--- src/rtl/multi_led_blinker.sv ---
// N-channel switch-to-LED controller: each debounced press cycles its channel
// through OFF, ON, slow blink and fast blink, using one shared blink timebase.
module multi_led_blinker #(
   parameter int CHANNELS        = 2,
   parameter int DEBOUNCE_CYCLES = 4,
   parameter int FAST_HALF       = 3,
   parameter int SLOW_DIV        = 2,
   parameter bit LED_ACTIVE_LOW  = 1'b0
) (
   input  logic                  CLOCK,
   input  logic                  RESET_N,
   input  logic [CHANNELS-1:0]   switch_n,
   output logic [CHANNELS-1:0]   led,
   output logic [2*CHANNELS-1:0] mode
);

   typedef enum logic [1:0] {
      MODE_OFF  = 2'b00,
      MODE_ON   = 2'b01,
      MODE_SLOW = 2'b10,
      MODE_FAST = 2'b11
   } mode_t;

   localparam int DEB_W  = $clog2(DEBOUNCE_CYCLES);
   localparam int PRE_W  = (FAST_HALF > 1) ? $clog2(FAST_HALF) : 1;
   localparam int SLOW_W = $clog2(SLOW_DIV);

   localparam logic [DEB_W-1:0]  DEB_LAST  = DEB_W'(DEBOUNCE_CYCLES - 1);
   localparam logic [PRE_W-1:0]  PRE_LAST  = PRE_W'(FAST_HALF - 1);
   localparam logic [SLOW_W-1:0] SLOW_LAST = SLOW_W'(SLOW_DIV - 1);

   logic [PRE_W-1:0]  prescaler;
   logic [SLOW_W-1:0] slow_cnt;
   logic              fast_phase;
   logic              slow_phase;
   logic              fast_wrap;
   logic              slow_wrap;

   assign fast_wrap = (prescaler == PRE_LAST);
   assign slow_wrap = fast_wrap && (slow_cnt == SLOW_LAST);

   // One free-running timebase keeps all channels in the same blink mode in phase.
   always_ff @(posedge CLOCK) begin
      if (!RESET_N) begin
         prescaler  <= '0;
         slow_cnt   <= '0;
         fast_phase <= 1'b0;
         slow_phase <= 1'b0;
      end else if (fast_wrap) begin
         prescaler  <= '0;
         fast_phase <= ~fast_phase;
         if (slow_wrap) begin
            slow_cnt   <= '0;
            slow_phase <= ~slow_phase;
         end else begin
            slow_cnt <= slow_cnt + SLOW_W'(1);
         end
      end else begin
         prescaler <= prescaler + PRE_W'(1);
      end
   end

   for (genvar gi = 0; gi < CHANNELS; gi++) begin : g_chan
      logic             sync1;
      logic             sync2;
      logic             deb;
      logic [DEB_W-1:0] deb_cnt;
      logic             press;
      logic             led_q;
      mode_t            state;

      // A press is the edge on which the debounced level accepts a low.
      assign press = deb && !sync2 && (deb_cnt == DEB_LAST);

      always_ff @(posedge CLOCK) begin
         if (!RESET_N) begin
            sync1   <= 1'b1;
            sync2   <= 1'b1;
            deb     <= 1'b1;
            deb_cnt <= '0;
            state   <= MODE_OFF;
            led_q   <= LED_ACTIVE_LOW;
         end else begin
            sync1 <= switch_n[gi];
            sync2 <= sync1;

            if (sync2 == deb) begin
               deb_cnt <= '0;
            end else if (deb_cnt == DEB_LAST) begin
               deb     <= sync2;
               deb_cnt <= '0;
            end else begin
               deb_cnt <= deb_cnt + DEB_W'(1);
            end

            if (press) begin
               case (state)
                  MODE_OFF:  state <= MODE_ON;
                  MODE_ON:   state <= MODE_SLOW;
                  MODE_SLOW: state <= MODE_FAST;
                  MODE_FAST: state <= MODE_OFF;
               endcase
            end

            // LED follows the mode held before this edge, so it lags a mode change by one edge.
            case (state)
               MODE_OFF:  led_q <= LED_ACTIVE_LOW;
               MODE_ON:   led_q <= ~LED_ACTIVE_LOW;
               MODE_SLOW: led_q <= slow_phase ^ LED_ACTIVE_LOW;
               MODE_FAST: led_q <= fast_phase ^ LED_ACTIVE_LOW;
            endcase
         end
      end

      assign led[gi]          = led_q;
      assign mode[2*gi +: 2]  = state;
   end

endmodule

--- config.mk ---
export PLATFORM = sky130hd
export DESIGN_NAME = multi_led_blinker
export DESIGN_NICKNAME = d
export VERILOG_FILES = /design/src/rtl/multi_led_blinker.sv
export SDC_FILE = /design/constraint.sdc
export NUM_CORES = 1
export LEC_CHECK = 0
export CAP_MARGIN = 0
export CELL_PAD_IN_SITES_DETAIL_PLACEMENT = 0
export CELL_PAD_IN_SITES_GLOBAL_PLACEMENT = 1
export CORE_ASPECT_RATIO = 1.5
export CORE_MARGIN = 5
export CORE_UTILIZATION = 42
export CTS_BUF_LIST = sky130_fd_sc_hd__clkbuf_16
export CTS_CLUSTER_DIAMETER = 100
export DETAILED_ROUTE_END_ITERATION = 12
export PLACE_DENSITY = 0.77
export SLEW_MARGIN = 0
export SYNTH_ARGS = -nofsm -noshare
export SYNTH_HDL_FRONTEND = slang
export SYNTH_SLANG_ARGS = --single-unit
--- constraint.sdc ---
create_clock -name CLOCK -period 1.4 [get_ports CLOCK]
set_input_delay 0.14 -clock CLOCK [delete_from_list [all_inputs] [get_ports CLOCK]]
set_output_delay 0.14 -clock CLOCK [all_outputs]
set_load 0.02 [all_outputs]
### Word level (Yosys, flattened, before mapping)

Cells that the tools add are included.

| word-level totals | value |
|---|---|
| bits in registers | 21 |
| input bits | 4 |
| logic and storage cells | 56 |

| cells by class | value |
|---|---|
| add/sub/neg operators | 4 |
| equality and inequality tests | 11 |
| mux-type cells | 5 |
| bitwise operators | 5 |
| reductions and logical operators | 15 |

Operators by type and width:

| operator | number |
|---|---|
| $pmux W2 S4 | 2 |
| $eq A2 B2 Y1 const B | 7 |
| $pmux W1 S4 | 2 |
| $add A2 B1 Y2 const B | 3 |
| $reduce_and A2 Y1 | 3 |
| $reduce_or A3 Y1 | 2 |
| $logic_and A1 B1 Y1 | 5 |
| $not A1 Y1 | 5 |
| $eq A2 B1 Y1 const B | 2 |
| $logic_not A2 Y1 | 2 |
| $eq A1 B1 Y1 | 2 |
| $logic_not A1 Y1 | 2 |
| $reduce_or A2 Y1 | 1 |
| $add A1 B1 Y1 const B | 1 |
| $mux W1 | 1 |

### Longest topological paths before layout

| logic depth | value |
|---|---|
| word-level depth | 3 |
| gate-level depth with buffers | 4 |
| depth with buffers taken out | 4 |

### Worst setup path before layout

OpenSTA, ideal clock, no wires.

| path | value |
|---|---|
| path kind | reg2reg |
| start point | register g_chan[0].sync2 |
| end point | register g_chan[0].deb |
| library setup time | 120 ps |
| data arrival time | 1072 ps |
| data required time | 1280 ps |
| path slack | 209 ps |
| cell stages (with the launch flop) | 5 |
| path through | dfxtp_1 inv_1 ha_1 nand2b_1 a211o_1 |

| between the ends | value |
|---|---|
| longest elaborated chain between the ends | 3 |

Ends and longest elaborated chain:

| what | line | text |
|---|---|---|
| start: declaration | 65 | `logic sync2;` |
| start signal: assignment | 85 | `sync2 <= sync1;` |
| $eq A1 B1 Y1 | 87 | `if (sync2 == deb) begin` |
| $not A1 Y1 (no source line) | n/a |  |
| $reduce_and A2 Y1 (no source line) | n/a |  |
| end signal: assignment | 90 | `deb <= sync2;` |
| end: declaration | 66 | `logic deb;` |

Several ways; a longest one is shown, not always the timed one.
A chain may end at the register's enable or synchronous reset.

### Worst setup path in the final report

| path | value |
|---|---|
| start point | register g_chan[0].state[1] |
| end point | output mode[1] |

RTL lines:

| what | line | text |
|---|---|---|
| start: declaration | 70 | `mode_t state;` |
| start signal: assignment | 81 | `state <= MODE_OFF;` |
| start signal: assignment | 98 | `MODE_OFF: state <= MODE_ON;` |
| start signal: assignment | 99 | `MODE_ON: state <= MODE_SLOW;` |
| end: declaration | 14 | `output logic [2*CHANNELS-1:0] mode` |

No word-level cell between the ends.

==> results_dict.tcl <==
set metrics [dict create \
    run_status "complete, no violations" \
    vias 618 \
    layout-drive-gt1-share_pct 13.40 \
    cts_root_buffer "sky130_fd_sc_hd__clkbuf_16" \
    area_of_all_placed_cells_without_fillers_sq_mm 0.001100 \
    maximum_operating_frequency_ghz 0.7607 \
    cp_cell_sequence "clkdlybuf4s50_1" \
    die_area_sq_mm 0.003241 \
    path_delay_family "buffers and inverters" \
    crit_path_top_delay_cell "sky130_fd_sc_hd__clkdlybuf4s50_1" \
    grt_setup_unrepaired "no" \
    type_of_the_tightest_min_delay_check "flip-flop to flip-flop" \
    aggregate_routed_wire_length_mm 1.431 \
    initial_core_util_pct 44.76 \
    worst_setup_hold_path_clk_slew_ns 0.05 \
    finalWorstSetupSlack_ns 0.08535 \
    antenna_nets_post_route 0 \
    drt_first_pass_iters 3 \
    floorplan.rows 20 \
    crit_path_end_kind "output pin" \
    netlist-cell-type-count 23 \
    post-route-min-period_ns 1.315 \
    grt_pass1_vias 575 \
    yosys.area.top_type "sky130_fd_sc_hd__dfxtp_1" \
    worst-path-buf-inv 1 \
    crit_arrival_ns 1.17 \
    dpl_cell_area_sq_mm 0.001025 \
    hold_violations 0 \
    maximum_count_of_clock_buffers_along_a_single_path 2 \
    h-tree-depth 1 \
    die-height_um 67.27 \
    synth_seq_area_share_pct 45.78 \
    detail_route.iter0.violations 17 \
    tritoncts "yes" \
    powerDensity_mw_per_mm2 1200 \
    numPortBuffers 9 \
    post_syn_instances 85 \
    finalSetupTns_ns 0 \
    dp_worst_setup_slack_ns 0.1448 \
    cp_max_fo 2 \
    number_of_antenna_violations_at_the_first_check_in_global_routing 0 \
    total_leakage_power_nw 0.4744 \
    largest_net_degree_at_the_start_of_global_routing 14 \
    final_max_slew_viol_count 0 \
    gr-usage-all-layers_pct 11.03 \
    worst-slew-pin-transition_ns 0.3042 \
    io_pins 10 \
    timing.critical_path.required_ns 1.26 \
    power.total_mw 1.320 \
    synth_area_leaders "sky130_fd_sc_hd__dfxtp_1 46%, sky130_fd_sc_hd__ha_1 15%, sky130_fd_sc_hd__a21oi_1 3.8%" \
    synth-seq-cells 21 \
    cap_violations 0 \
    numPlacedInstances 115 \
    maximum_ir_drop_on_the_vdd_rail_v 0.0007925 \
    mappedNetlistNets 100 \
    drt-wirelength-per-cell_um 12.03 \
    criticalPathCategory "flip-flop to output pin" \
    clock-skew-final_ns 0.003008 \
    netlist.area_leader.share_pct 45.78 \
    dp_hpwl_mm 1.038 \
    clk-insertion-delay-late_ns 0.25 \
    grt_overflow 0 \
    instances_no_fill 119 \
    finalWeightedCongestion 0.6765 \
    synthesis.area_sq_um 918.4 \
    global_route_wire_length_before_repair_mm 2.470 \
    cts_inserted_buffers 3 \
    antennaDiodeCount 0 \
    setup_viol 0 \
    timing.final.crit_share_pct 93.90 \
    route.detailed.drc 0 \
    numClockSinks 21 \
    die_w_um 48.18 \
    viasPerCell 5.193 \
    areaGrowthSynthToFinish_pct 19.75 \
    slew_headroom_pct 79.72 \
    critPathMaxStageDelay_ns 0.60 \
    nets 113 \
    startpoint_type "flip-flop" \
    fillers 191 \
    post_synth.cell_area_avg_sq_um 10.80 \
    coreArea_sq_mm 0.002052 \
    yosys_warnings 0 \
]
power by group:
part / switching, mW / total (mW) / internal (mW) / leakage, nW
Clock: 0.203 / 0.582 / 0.380 / 0.0423
Combinational: 0.0423 / 0.0897 / 0.0473 / 0.261
Sequential: 0.0181 / 0.647 / 0.629 / 0.171
worst paths after layout:
| path | depth (start not counted) | slack [ns] | start | endpoint |
|---|---|---|---|---|
| setup / recovery | 1 | 0.09 | g_chan[0].state[1] | mode[1] |
| hold reg to reg | 1 | 0.40 | g_chan[0].sync1 | g_chan[0].sync2 |
| setup reg to reg | 4 | 0.13 | g_chan[1].sync2 | g_chan[1].deb |
| hold / removal | 1 | 0.40 | g_chan[0].sync1 | g_chan[0].sync2 |
kinds of logic (layout without fill, tap and decap cells):
logic type	count (synthesis)	after routing	share of synthesized area, %
compound gates	18	18	14.99
flops	21	21	45.78
simple gates	22	22	16.21
fa+ha+maj	11	11	14.99
buf+inv	11	23	6.130
xor+xnor	2	2	1.908
state kept, by name, indices dropped and copies added (netlist names):
signal          count
fast_phase          1
g_chan.deb          2
g_chan.deb_cnt      4
g_chan.led_q        2
g_chan.state        4
g_chan.sync1        2
g_chan.sync2        2
prescaler           2
slow_cnt            1
slow_phase          1
repair_timing:
action / 4_1_cts / 5_1_grt
gates resized for setup: 3 / 0
setup endpoints to repair: 3 / 0
hold buffers: 0 / 0
buffers inserted: 0 / 0
metal layers:
| metal | GRT usage (%) | share of wire (%) |
|---|---|---|
| met1 | 13.31 | 44 |
| met2 | 16.34 | 48 |
| met3 | 2.400 | 4.9 |
| met4 | 8.081 | 2.9 |
| met5 | 0 | 0 |
stage by stage:
| step | hold slack (ns) | utilization, % |
|---|---|---|
| 6_report | 0.4008 | 53.60 |
| 3_5_place_dp | 0.3915 | 49.94 |
| 5_1_grt | 0.4215 | 53.60 |
| 3_3_place_gp | 0.3877 | 49.94 |
| 2_1_floorplan | 0.2364 | - |
| 4_1_cts | 0.4046 | 53.60 |
area by class of cell:
class	instances	area, sq um	area share [%]
Multi-Input combinational cell	53	441.7	40.16
Sequential cell	21	420.4	38.23
Timing Repair Buffer	11	101.3	9.215
Clock buffer	3	75.07	6.826
Inverter	8	30.03	2.730
Tap cell	22	27.53	2.503
Clock inverter	1	3.754	0.3413
synth_stat cells:
library cell,instances
sky130_fd_sc_hd__nor2_1,6
sky130_fd_sc_hd__ha_1,11
sky130_fd_sc_hd__a21oi_1,7
sky130_fd_sc_hd__a211o_1,2
sky130_fd_sc_hd__a311oi_2,2
sky130_fd_sc_hd__buf_4,2
sky130_fd_sc_hd__buf_6,1
sky130_fd_sc_hd__nor4b_2,1
sky130_fd_sc_hd__nand2b_1,3
sky130_fd_sc_hd__a22oi_1,2
sky130_fd_sc_hd__inv_1,7
sky130_fd_sc_hd__a21bo_2,3
sky130_fd_sc_hd__and3b_1,2
sky130_fd_sc_hd__nor4b_1,1
sky130_fd_sc_hd__inv_2,1
sky130_fd_sc_hd__nor4_2,1
sky130_fd_sc_hd__xnor2_1,2
sky130_fd_sc_hd__dfxtp_1,21
sky130_fd_sc_hd__or2b_1,4
sky130_fd_sc_hd__nor4_1,1
sky130_fd_sc_hd__nand3b_1,1
sky130_fd_sc_hd__o21ai_0,2
sky130_fd_sc_hd__nand3_1,2
worst register-to-register path: cells and delay by family (launching register included):
family                   cells  cell delay (ns)
flip-flops                   1             0.33
adder cells (fa/ha/maj)      1             0.33
buffers and inverters        1             0.05
AO/OA/AOI/OAI                1             0.29
AND/OR/NAND/NOR              1             0.16
cells in the final DEF, fill, tap and decap left out, types with 3 or more instances in the layout:
cell and instances:
sky130_fd_sc_hd__nor2_1 6, sky130_fd_sc_hd__a21oi_1 7, sky130_fd_sc_hd__a21bo_2 3, sky130_fd_sc_hd__clkbuf_16 3
sky130_fd_sc_hd__or2b_1 4, sky130_fd_sc_hd__dlygate4sd2_1 3, sky130_fd_sc_hd__inv_1 8, sky130_fd_sc_hd__nand2b_1 3
sky130_fd_sc_hd__clkdlybuf4s50_1 6, sky130_fd_sc_hd__dfxtp_1 21, sky130_fd_sc_hd__ha_1 11
Note: power is estimated with default switching activity, not from simulation.
